### src/rtl/mem_arb_pkg.sv
// Shared types for the IF/LS memory arbiter: owner tags, memory request bundle, width defaults.
// Combinational helpers only; no latency, no backpressure. Build option ARB_RR_EN lives in mem_arb_grant.
package mem_arb_pkg;

  localparam int ADDR_WIDTH_DFLT = 32;
  localparam int DATA_WIDTH_DFLT = 32;
  localparam int BE_WIDTH_DFLT   = DATA_WIDTH_DFLT / 8;

  typedef enum logic [1:0] {
    OWNER_NONE = 2'd0,
    OWNER_IF   = 2'd1,
    OWNER_LS   = 2'd2
  } owner_e;

  typedef struct packed {
    logic                       we;
    logic [BE_WIDTH_DFLT-1:0]   be;
    logic [ADDR_WIDTH_DFLT-1:0] addr;
    logic [DATA_WIDTH_DFLT-1:0] wdata;
  } mem_req_t;

  function automatic logic [ADDR_WIDTH_DFLT-1:0] word_addr(
    input logic [ADDR_WIDTH_DFLT-1:0] byte_addr
  );
    return {2'b00, byte_addr[ADDR_WIDTH_DFLT-1:2]};
  endfunction

endpackage

### src/rtl/mem_arb_grant.sv
// Grant decision between fetch (IF) and load/store (LS); LS priority with IF starvation guard, or round-robin with ARB_RR_EN.
// Grants are combinational from valids and state (0 cycles); a requester that is not granted simply holds valid.
module mem_arb_grant
  import mem_arb_pkg::*;
#(
  parameter int STARVE_LIMIT = 4
) (
  input  logic clk,
  input  logic arst_n,
  input  logic if_req_valid,
  input  logic if_flush,
  input  logic ls_req_valid,
  output logic if_gnt,
  output logic ls_gnt
);

  logic if_ok;
  assign if_ok = if_req_valid && !if_flush;

`ifdef ARB_RR_EN

  owner_e last_win_q, last_win_d;

  // Only genuine conflicts move the last-winner flop; uncontested grants leave it alone.
  always_comb begin
    if_gnt     = if_ok && (!ls_req_valid || (last_win_q == OWNER_LS));
    ls_gnt     = ls_req_valid && !if_gnt;
    last_win_d = last_win_q;
    if (if_ok && ls_req_valid) begin
      last_win_d = if_gnt ? OWNER_IF : OWNER_LS;
    end
  end

  always_ff @(posedge clk or negedge arst_n) begin
    if (!arst_n) begin
      last_win_q <= OWNER_IF;
    end else begin
      last_win_q <= last_win_d;
    end
  end

`else

  localparam logic [3:0] LIMIT = 4'(STARVE_LIMIT);

  logic [3:0] starve_cnt_q, starve_cnt_d;
  logic       starved;

  // Counter saturates at the limit; a flush cycle neither counts nor lets IF win.
  always_comb begin
    starved      = (starve_cnt_q >= LIMIT);
    if_gnt       = if_ok && (!ls_req_valid || starved);
    ls_gnt       = ls_req_valid && !if_gnt;
    starve_cnt_d = starve_cnt_q;
    if (!if_req_valid || if_gnt) begin
      starve_cnt_d = 4'd0;
    end else if (!if_flush && !starved) begin
      starve_cnt_d = starve_cnt_q + 4'd1;
    end
  end

  always_ff @(posedge clk or negedge arst_n) begin
    if (!arst_n) begin
      starve_cnt_q <= 4'd0;
    end else begin
      starve_cnt_q <= starve_cnt_d;
    end
  end

`endif

endmodule

### src/rtl/mem_arbiter.sv
// Shares one synchronous single-port memory between IF and LS; grant policy set by ARB_RR_EN (see mem_arb_grant).
// Grant issues to memory the same cycle, response one cycle later routed by owner; losers hold valid (ready low).
module mem_arbiter
  import mem_arb_pkg::*;
#(
  parameter int ADDR_WIDTH   = ADDR_WIDTH_DFLT,
  parameter int DATA_WIDTH   = DATA_WIDTH_DFLT,
  parameter int STARVE_LIMIT = 4
) (
  input  logic                    clk,
  input  logic                    arst_n,
  input  logic                    if_req_valid,
  output logic                    if_req_ready,
  input  logic [ADDR_WIDTH-1:0]   if_req_addr,
  input  logic                    if_flush,
  output logic                    if_rsp_valid,
  output logic [DATA_WIDTH-1:0]   if_rsp_data,
  input  logic                    ls_req_valid,
  output logic                    ls_req_ready,
  input  logic                    ls_req_we,
  input  logic [DATA_WIDTH/8-1:0] ls_req_be,
  input  logic [ADDR_WIDTH-1:0]   ls_req_addr,
  input  logic [DATA_WIDTH-1:0]   ls_req_wdata,
  output logic                    ls_rsp_valid,
  output logic [DATA_WIDTH-1:0]   ls_rsp_data,
  output logic                    mem_req,
  output logic                    mem_we,
  output logic [DATA_WIDTH/8-1:0] mem_be,
  output logic [ADDR_WIDTH-1:0]   mem_addr,
  output logic [DATA_WIDTH-1:0]   mem_wdata,
  input  logic [DATA_WIDTH-1:0]   mem_rdata
);

  logic     if_gnt, ls_gnt;
  mem_req_t req;
  owner_e   owner_q, owner_d;
  logic     store_q, store_d;

  mem_arb_grant #(
    .STARVE_LIMIT (STARVE_LIMIT)
  ) u_grant (
    .clk          (clk),
    .arst_n       (arst_n),
    .if_req_valid (if_req_valid),
    .if_flush     (if_flush),
    .ls_req_valid (ls_req_valid),
    .if_gnt       (if_gnt),
    .ls_gnt       (ls_gnt)
  );

  assign if_req_ready = if_gnt;
  assign ls_req_ready = ls_gnt;

  // The request bundle is sized by the package width defaults.
  always_comb begin
    req = '0;
    if (ls_gnt) begin
      req.we    = ls_req_we;
      req.be    = ls_req_we ? ls_req_be : '1;
      req.addr  = word_addr(ls_req_addr);
      req.wdata = ls_req_we ? ls_req_wdata : '0;
    end else if (if_gnt) begin
      req.be    = '1;
      req.addr  = word_addr(if_req_addr);
    end
  end

  assign mem_req   = if_gnt || ls_gnt;
  assign mem_we    = req.we;
  assign mem_be    = req.be;
  assign mem_addr  = req.addr;
  assign mem_wdata = req.wdata;

  always_comb begin
    owner_d = OWNER_NONE;
    if (ls_gnt) begin
      owner_d = OWNER_LS;
    end else if (if_gnt) begin
      owner_d = OWNER_IF;
    end
    store_d = ls_gnt && ls_req_we;
  end

  always_ff @(posedge clk or negedge arst_n) begin
    if (!arst_n) begin
      owner_q <= OWNER_NONE;
      store_q <= 1'b0;
    end else begin
      owner_q <= owner_d;
      store_q <= store_d;
    end
  end

  // A flush in the response cycle squashes a stale fetch; LS is never affected.
  assign if_rsp_valid = (owner_q == OWNER_IF) && !if_flush;
  assign if_rsp_data  = if_rsp_valid ? mem_rdata : '0;
  assign ls_rsp_valid = (owner_q == OWNER_LS);
  assign ls_rsp_data  = (ls_rsp_valid && !store_q) ? mem_rdata : '0;

endmodule

### config.mk
export PLATFORM = sky130hd
export DESIGN_NAME = mem_arbiter
export DESIGN_NICKNAME = d
export VERILOG_FILES = /design/src/rtl/mem_arb_pkg.sv /design/src/rtl/mem_arb_grant.sv /design/src/rtl/mem_arbiter.sv
export SDC_FILE = /design/constraint.sdc
export NUM_CORES = 1
export LEC_CHECK = 0
export CAP_MARGIN = 20
export CELL_PAD_IN_SITES_DETAIL_PLACEMENT = 1
export CELL_PAD_IN_SITES_GLOBAL_PLACEMENT = 2
export CORE_UTILIZATION = 10
export DETAILED_ROUTE_END_ITERATION = 16
export PLACE_DENSITY_LB_ADDON = 0.1
export SETUP_SLACK_MARGIN = 0.05
export SLEW_MARGIN = 30
export SYNTH_ARGS = -nofsm -noshare
export SYNTH_HDL_FRONTEND = slang
export SYNTH_SLANG_ARGS = --single-unit
### constraint.sdc
create_clock -name clk -period 4.4 [get_ports clk]
set_input_delay 0.66 -clock clk [delete_from_list [all_inputs] [get_ports clk]]
set_output_delay 0.66 -clock clk [all_outputs]
set_load 0.02 [all_outputs]
==> Yosys cells after proc, flatten, opt, wreduce, memory -nomap -nowiden <==
Index checks and enable logic that the tools add are counted.
{ "classes": {"add_sub_neg": 1, "n_lt_le_gt_ge": 1, "n_eq_ne": 2, "n_mux": 12, "n_reduce_logical": 17} }
{ "op_table": {"columns": ["cell", "count"], "rows": [
  ["32-bit two-way mux", 4],
  ["36-bit two-way mux", 2],
  ["4-bit two-way mux", 3],
  ["1-bit logical AND", 7],
  ["1-bit logical NOT", 6],
  ["4-bit by 1-bit adder with 4-bit output, second input constant", 1],
  ["4-bit by 3-bit >= comparator with 1-bit output, second input constant", 1],
  ["1-bit logical OR", 3],
  ["2-bit by 1-bit equality test with 1-bit output, second input constant", 1],
  ["2-bit equality test, second input constant", 1],
  ["1-bit two-way mux", 2],
  ["2-bit two-way mux", 1],
  ["2-bit nonzero test", 1]
]} }
{ "totals": {"register_bits": 7, "inputBits": 138, "out_inout_bits": 138, "wordCells": 36} }

==> Logic depth before layout (Yosys ltp) <==
{ "depth": {"depth_word": 6, "mapped_depth": 4, "ltp_nobuf": 3} }

==> By module <==
From an unflattened synthesis, not the netlist that was laid out.
{ "unflattened": {"hier_cells": 180, "hier_area_um2": 1338.8} }
{ "modules_own_cells": {"columns": ["mod", "instances", "cells_each", "area_per_inst_um2", "seq_area_each_um2"], "rows": [
  ["mem_arbiter", 1, 164, 1132.3, 75.1],
  ["mem_arb_grant", 1, 16, 206.4, 100.1]
]} }

==> Worst setup path after synthesis <==
No wires, ideal clock.
{ "synth_path": {"path_type": "in2out", "start": "input ls_req_valid", "end": "output mem_we", "t_arrival_ps": 1833, "t_required_ps": 3740, "setup_slack_ps": 1907, "cell_stages": 4, "n_path_buf": 1, "path_cell_list": "or3b_1 > a21boi_2 > buf_2 > and2_1"} }
{ "synth_between": {"elab_chain_cells": 6} }
{ "synth_lines": {"columns": ["item", "line", "text"], "rows": [
  ["start, declared", "mem_arbiter.sv:18", "input logic ls_req_valid,"],
  ["1-bit logical NOT", "mem_arb_grant.sv:52", "if_gnt = if_ok && (!ls_req_valid || starved);"],
  ["1-bit logical OR", "mem_arb_grant.sv:52", null],
  ["1-bit logical AND", "mem_arb_grant.sv:52", null],
  ["1-bit logical NOT", "mem_arb_grant.sv:53", "ls_gnt = ls_req_valid && !if_gnt;"],
  ["1-bit logical AND *", "mem_arb_grant.sv:53", null],
  ["named net ls_req_ready", "mem_arbiter.sv:19", "output logic ls_req_ready,"],
  ["1-bit two-way mux *", "mem_arbiter.sv:57", "if (ls_gnt) begin"],
  ["end, declared", "mem_arbiter.sv:27", "output logic mem_we,"]
]} }
Mark *: on every way through the listed nets, which the timed path passes. The rest lies on a longest branch.

==> Final worst setup path <==
{ "layout_path": {"start": "input ls_req_valid", "end": "output mem_wdata[4]"} }
{ "layout_between": {"elab_chain_cells": 6} }
{ "layout_lines": {"columns": ["item", "line", "text"], "rows": [
  ["1-bit logical NOT", "mem_arb_grant.sv:52", null],
  ["1-bit logical OR", "mem_arb_grant.sv:52", null],
  ["1-bit logical AND", "mem_arb_grant.sv:52", null],
  ["1-bit logical NOT", "mem_arb_grant.sv:53", null],
  ["1-bit logical AND *", "mem_arb_grant.sv:53", null],
  ["32-bit two-way mux *", "mem_arbiter.sv:57", null],
  ["end, declared", "mem_arbiter.sv:30", "output logic [DATA_WIDTH-1:0] mem_wdata,"]
]} }
Mark *: on every way between the ends. The rest lies on a longest branch, timed or not.

==> flow_metrics.env <==
export IMPL_switching_power_mw=0.2024
export IMPL_grt_pass1_wl_mm=12.70
export IMPL_numClockSinks=7
export IMPL_rr_startpoint="u_grant.starve_cnt_q[2]"
export IMPL_vias=2454
export IMPL_total_routed_length_mm=9.299
export IMPL_detailedRoute_firstPassIterationCount=4
export IMPL_hold_start="u_grant.starve_cnt_q[0]"
export IMPL_final_min_period_over_clock_period_pct=82.42
export IMPL_global_route_usage_total_pct=12.18
export IMPL_worst_setup_path_start_kind="input pin"
export IMPL_multiInputGateArea_sq_um=1076
export IMPL_max_clock_path_buffers=2
export IMPL_critPathCaptureType="primary output"
export IMPL_finish_utilization_pct=33.73
export IMPL_p_clk_share_pct=25.3
export IMPL_netlist_instances=184
export IMPL_critical_path_arrival_ns=2.97
export IMPL_core_area_sq_um=12770
export IMPL_io_pins=276
export IMPL_post_route_min_period_ns=3.626
export IMPL_global_route_hottest_layer="met2"
export IMPL_cts_max_level=1
export IMPL_cts_root_buffer_cell="clkbuf_16"
export IMPL_power_internal_mw=0.4204
export IMPL_status="finished, final reports clean"
export IMPL_place_port_buffers=269
export IMPL_die_h_um=117.2
export IMPL_timing_hold_worst_endpoint="u_grant.starve_cnt_q[0]"
export IMPL_depth_of_the_worst_register_to_register_path=4
export IMPL_cts_tree="built"
export IMPL_yosys_top_cells_area="and2_1, a22o_1, and3_1, dfrtp_1, clkbuf_1"
export IMPL_remaining_drc_errors=0
export IMPL_dp_hpwl_mm=7.975
export IMPL_initial_utilization_pct=10.38
export IMPL_floorplan_rows=41
export IMPL_syn_area_per_cell_sq_um=7.208
export IMPL_grt_start_max_net_pins=66
export IMPL_crit_reg2reg_capture="store_q"
export IMPL_area_delta_synth_final_pct=224.8
export IMPL_global_route_usage_met1_pct=11.05
export IMPL_fraction_of_layout_instances_using_a_drive_strength_above_1_pct=3.371
export IMPL_power_static_leakage_nw=1.766
export IMPL_worst_r2r_setup_slack_ns=2.85
export IMPL_post_cts_repair_setup_buffers=0
export IMPL_routed_via_density=3.977
export IMPL_fmax_mhz=275.8
export IMPL_synth_top_cell_by_area="and2_1"
export IMPL_seqPwrFrac_pct=10.9
export IMPL_antenna_left=0
export IMPL_net_switching_fraction_of_the_power_pct=32.49
export IMPL_crit_required_ns=3.74
export IMPL_maxCapViolCount=0
export IMPL_pwr_density_cell_nw_per_um2=144.6
export IMPL_design_final_nets=585
export IMPL_finClkSkew_ns=0.003084
export IMPL_yosysWarnings=0
export IMPL_synth_top_area_share_pct=30.66
export IMPL_drt_first_iter_violations=37
export IMPL_nFillCells=1515
export IMPL_clock_insertion_delay_worst_skew_ns=0.23
export IMPL_total_negative_setup_slacks_ns=0
export IMPL_grt_antenna_before_repair=0
export IMPL_synth_cell_types=23
export IMPL_max_vdd_ir_drop_mv=0.08744
export IMPL_cts_buffers=3
export IMPL_die_w_um=117.2
export IMPL_antenna_cells=0
export IMPL_grt_use_met3_pct=4.428
export IMPL_finalHoldViolCount=0
export IMPL_power_mw=0.6228
export IMPL_hold_path_cell_count=1
export IMPL_gp_congestion=0.6771
export IMPL_synthesized_flop_and_latch_total=7
export IMPL_overflow=0
export IMPL_clk_transition_reported_paths_ns=0.04
export IMPL_grt_pass1_vias=2327
export IMPL_synth_seq_area_share_pct=13.21
export IMPL_path_class="input pin to primary output"
export IMPL_die_area_sq_um=13730
export IMPL_setup_violations_final=0
export IMPL_area_sequential_sq_um=175.2
export IMPL_cts_resized=0
export IMPL_hold_buffers=0
export IMPL_cp_max_fo=65
export IMPL_rsz0062_at_grt="no"
export IMPL_groute_layer_met2_usage_pct=25.29
export IMPL_average_wire_per_standard_cell_um=15.07
export IMPL_hold_path_class="flop to flop"
export IMPL_synthesized_area_sq_um=1326
export IMPL_pwr_share_comb_pct=63.8
export IMPL_finalMaxSlewViolations=0
sequential cells by signal, summed over array words and instances, names as in the netlist:
register,flops
u_grant.starve_cnt_q,4
owner_q,2
store_q,1
cells in the final DEF, fill, tap and decap left out, types with 3 or more instances in the layout:
| cell type | synthesis | routed |
|---|---|---|
| a22o_1 | 30 | 30 |
| and2_1 | 65 | 65 |
| and3_1 | 33 | 33 |
| buf_4 | 2 | 6 |
| clkbuf_16 | 0 | 3 |
| clkdlybuf4s50_1 | 0 | 269 |
| dfrtp_1 | 7 | 7 |
| nand3_1 | 3 | 3 |
| nor2b_1 | 3 | 3 |
| o21ai_0 | 8 | 8 |
synthesized netlist by cell type:
| master | instances |
|---|---|
| nor3b_2 | 1 |
| clkbuf_1 | 12 |
| dfrtp_1 | 7 |
| a22o_1 | 30 |
| buf_2 | 6 |
| nor3b_1 | 1 |
| ha_1 | 1 |
| a32o_1 | 1 |
| nand3_1 | 3 |
| o31ai_1 | 1 |
| nor2b_1 | 3 |
| and3_1 | 33 |
| nand2b_1 | 2 |
| or3b_1 | 1 |
| a21boi_2 | 1 |
| nand2_1 | 1 |
| nor2_1 | 2 |
| and2_1 | 65 |
| inv_1 | 1 |
| nor4bb_1 | 1 |
| buf_4 | 2 |
| conb_1 | 1 |
| o21ai_0 | 8 |
stage by stage:
stage | setup slack (ns) | instances | hold WS, ns | cell area, sq um
5_1_grt | 0.6333 | 617 | 0.5213 | 4308
4_1_cts | 0.7093 | 617 | 0.4983 | 4308
6_report | 0.7737 | 617 | 0.4971 | 4308
3_3_place_gp | 0.7103 | 613 | 0.4920 | 4228
3_5_place_dp | 0.7228 | 613 | 0.4932 | 4228
2_1_floorplan | 1.907 | 185 | 0.3644 | 1330
worst max-delay path, stage by stage:
cell	delay, ns
clkdlybuf4s50_1	0.58
or3b_1	0.43
a21boi_4	0.17
buf_12	0.24
and3_1	0.19
clkdlybuf4s50_1	0.64
final cells by class:
type                    instances  share of cell area [%]
clock buffers                   3                   1.743
clock inverters                 1                  0.1162
inverters                       1                 0.08713
multi-input cells             157                   24.98
flip-flops and latches          7                   4.066
well taps                     172                   4.996
repair buffers                276                   64.01
routing by layer:
metal / share of wire (%) / up-vias / routed length [um]
met5: 0 / - / 0
met4: 0.87 / 0 / 81
met3: 13 / 6 / 1177
met2: 54 / 158 / 5014
met1: 33 / 1116 / 3025
li1: - / 1174 / -
cells by family (layout without fill, tap and decap cells):
group,count (synthesis),in the layout,synth area share (%)
fa+ha+maj,1,1,0.9432
simple gates,113,113,53.49
other cells,1,2,0.2827
flops,7,7,13.21
compound gates,41,41,25.00
buf+inv,21,281,7.075
power by group through the flow:
stage / Sequential, mW / Combinational (mW) / Clock (mW)
2_1_floorplan: 0.0686 / 0.148 / 0
3_3_place_gp: 0.0689 / 0.401 / 0
3_5_place_dp: 0.0689 / 0.403 / 0
4_1_cts: 0.0680 / 0.404 / 0.161
5_1_grt: 0.0684 / 0.423 / 0.162
6_report: 0.0681 / 0.397 / 0.158
worst max-delay path by stage:
stage | start | endpoint | slack, ns | cells past startpoint
floorplan | ls_req_valid | mem_we | 1.91 | 4
global placement | ls_req_valid | mem_we | 0.71 | 6
detailed placement | ls_req_valid | mem_we | 0.72 | 6
CTS | ls_req_valid | mem_we | 0.71 | 6
global route | ls_req_valid | mem_we | 0.63 | 6
finish | ls_req_valid | mem_wdata[4] | 0.77 | 6
Power figures use the tool's default switching activity.
==> edit (same flow settings) <==
Set the package constant `ADDR_WIDTH_DFLT` to 64 (it was 32).
--- a/src/rtl/mem_arb_pkg.sv
+++ b/src/rtl/mem_arb_pkg.sv
@@ -4,3 +4,3 @@
 
-  localparam int ADDR_WIDTH_DFLT = 32;
+  localparam int ADDR_WIDTH_DFLT = 64;
   localparam int DATA_WIDTH_DFLT = 32;
Interface: changed (resized if_req_addr, ls_req_addr and mem_addr); port bits go from 276 to 372. The function was not compared with the original's and may differ.
==> edit against the original RTL <==
- worst hold slack worse by 2.8 ps
- sequential cell count unchanged
- sequential share of layout area down 0.98 points
- worst setup slack worse by 330 ps
- clock skew down 1.6 ps
- wire length up 63%
- cell area up 32%
- total power up 29%
- area after synthesis up 26%
- largest cell class unchanged
==> edit: results (changes against the original RTL) <==
- Worst-case hold slack: 494.3 ps (-2.814 ps)
- Met2 Use GR: 33.95% (+8.7 points)
- Number of antenna violations at the first check in global routing: 2 (+2)
* Maximum number of pins on one net before global-route repair: 57 (-14%)
* Top Layer Used: met5
- PortBufs: 365 (+36%)
- The worst-case vdd ir drop is 0.07938 mV (-9.2%).
* NumNets Final: 783 (+34%)
* Syn Inst Count: 224 (+22%)
- Met2 wirelength from detailed routing: 8298 um (+65%)
- The global-route track usage on met1 was 14.38% (+3.3 points).
- Sequential fraction of the synthesis area: 10.47% (-2.7 points)
- Met3 wire length: 1623 um (+38%)
- The cell count after placement came to 791 (+29%).
- The arrival time of data at the critical path endpoint is 3290 ps (+320 ps).
- Routability Congestion: 0.8312 (+23%)
- The placed standard-cell area came to 5599 um2 (+32%).
- By area the synthesized netlist is led by a22o_1 32%, and2_1 24%, and3_1 12%, dfrtp_1 10%, clkbuf_1 3.4%.
- Met1 wire length: 4904 um (+62%)
* Htree depth: 1 (unchanged)
- End point of the critical path: mem_wdata[22]
- The wire length of the first global-routing pass came to 21380 um (+68%).
* Length in cells of the worst reg-to-reg path: 3 (-1)
- Maximum fanout count along the critical path: 16 (-75%)
* Overall global routing resource usage: 16.40% (+4.2 points)
- The final cycle utilization of the critical path came to 89.84% (+7.4 points).
- Met3 demand-to-capacity share in global routing: 6.289% (+1.9 points)
- Most instantiated cells after synthesis: 65 x and2_1, 62 x a22o_1, 33 x and3_1
* Lkg Pwr: 2.305 nW (+31%)
- The number of global-route vias before repair is 3313 (+42%).
- Fraction of layout cells with a size suffix above 1: 3.454% (+0.083 points)
- The number of DRC markers after the initial detailed-route iteration came to 81 (+120%).
- The filler cell count in the final layout was 1858 (+23%).
- The estimated wirelength of the detail-placed design was 13330 um (+67%).
- The flow ran to the end, and the final reports show no timing, DRC or antenna violations.
- Mean routed wirelength per cell: 19.02 um (+26%)
* Clock share of power: 19.5% (-5.8 points)
* Endpoint of the worst-slack reg-to-reg timing path: owner_q[1]
- The fraction of power spent switching nets is 34.55% (+2.1 points).
==> edit: cell types whose count changed in the layout (fill, tap and decap cells not counted), sizes merged <==
cell           delta
a22o             +32
buf               +6
clkbuf            +1
clkinv            -1
clkdlybuf4s50    +96
==> edit: area by class of cell <==
cell class,count,area [um2],share of cell area [%]
tap,216,270.3,4.760
sequential,7,175.2,3.085
multi-input combinational,189,1361,23.98
clock buffer,4,78.83,1.388
inverter,1,3.754,0.06611
timing repair buffer,378,3789,66.73
==> edit: cell families (layout without fill, tap and decap cells) <==
| family | Yosys count | in the layout | synth area share (%) |
|---|---|---|---|
| and+or+nand+nor | 113 | 113 | 42.56 |
| AOI/OAI and AO/OA | 73 | 73 | 36.57 |
| buffers and inverters | 29 | 383 | 9.423 |
| DFF | 7 | 7 | 10.47 |
| adders and majority gates | 1 | 1 | 0.7478 |
| other | 1 | 2 | 0.2242 |
==> edit: worst reg2reg max path, delay by kind of cell (launching register included) <==
family	cells	cell delay (ps)
flops	1	410
buf+inv	1	260
simple gates	1	450
compound gates	1	520
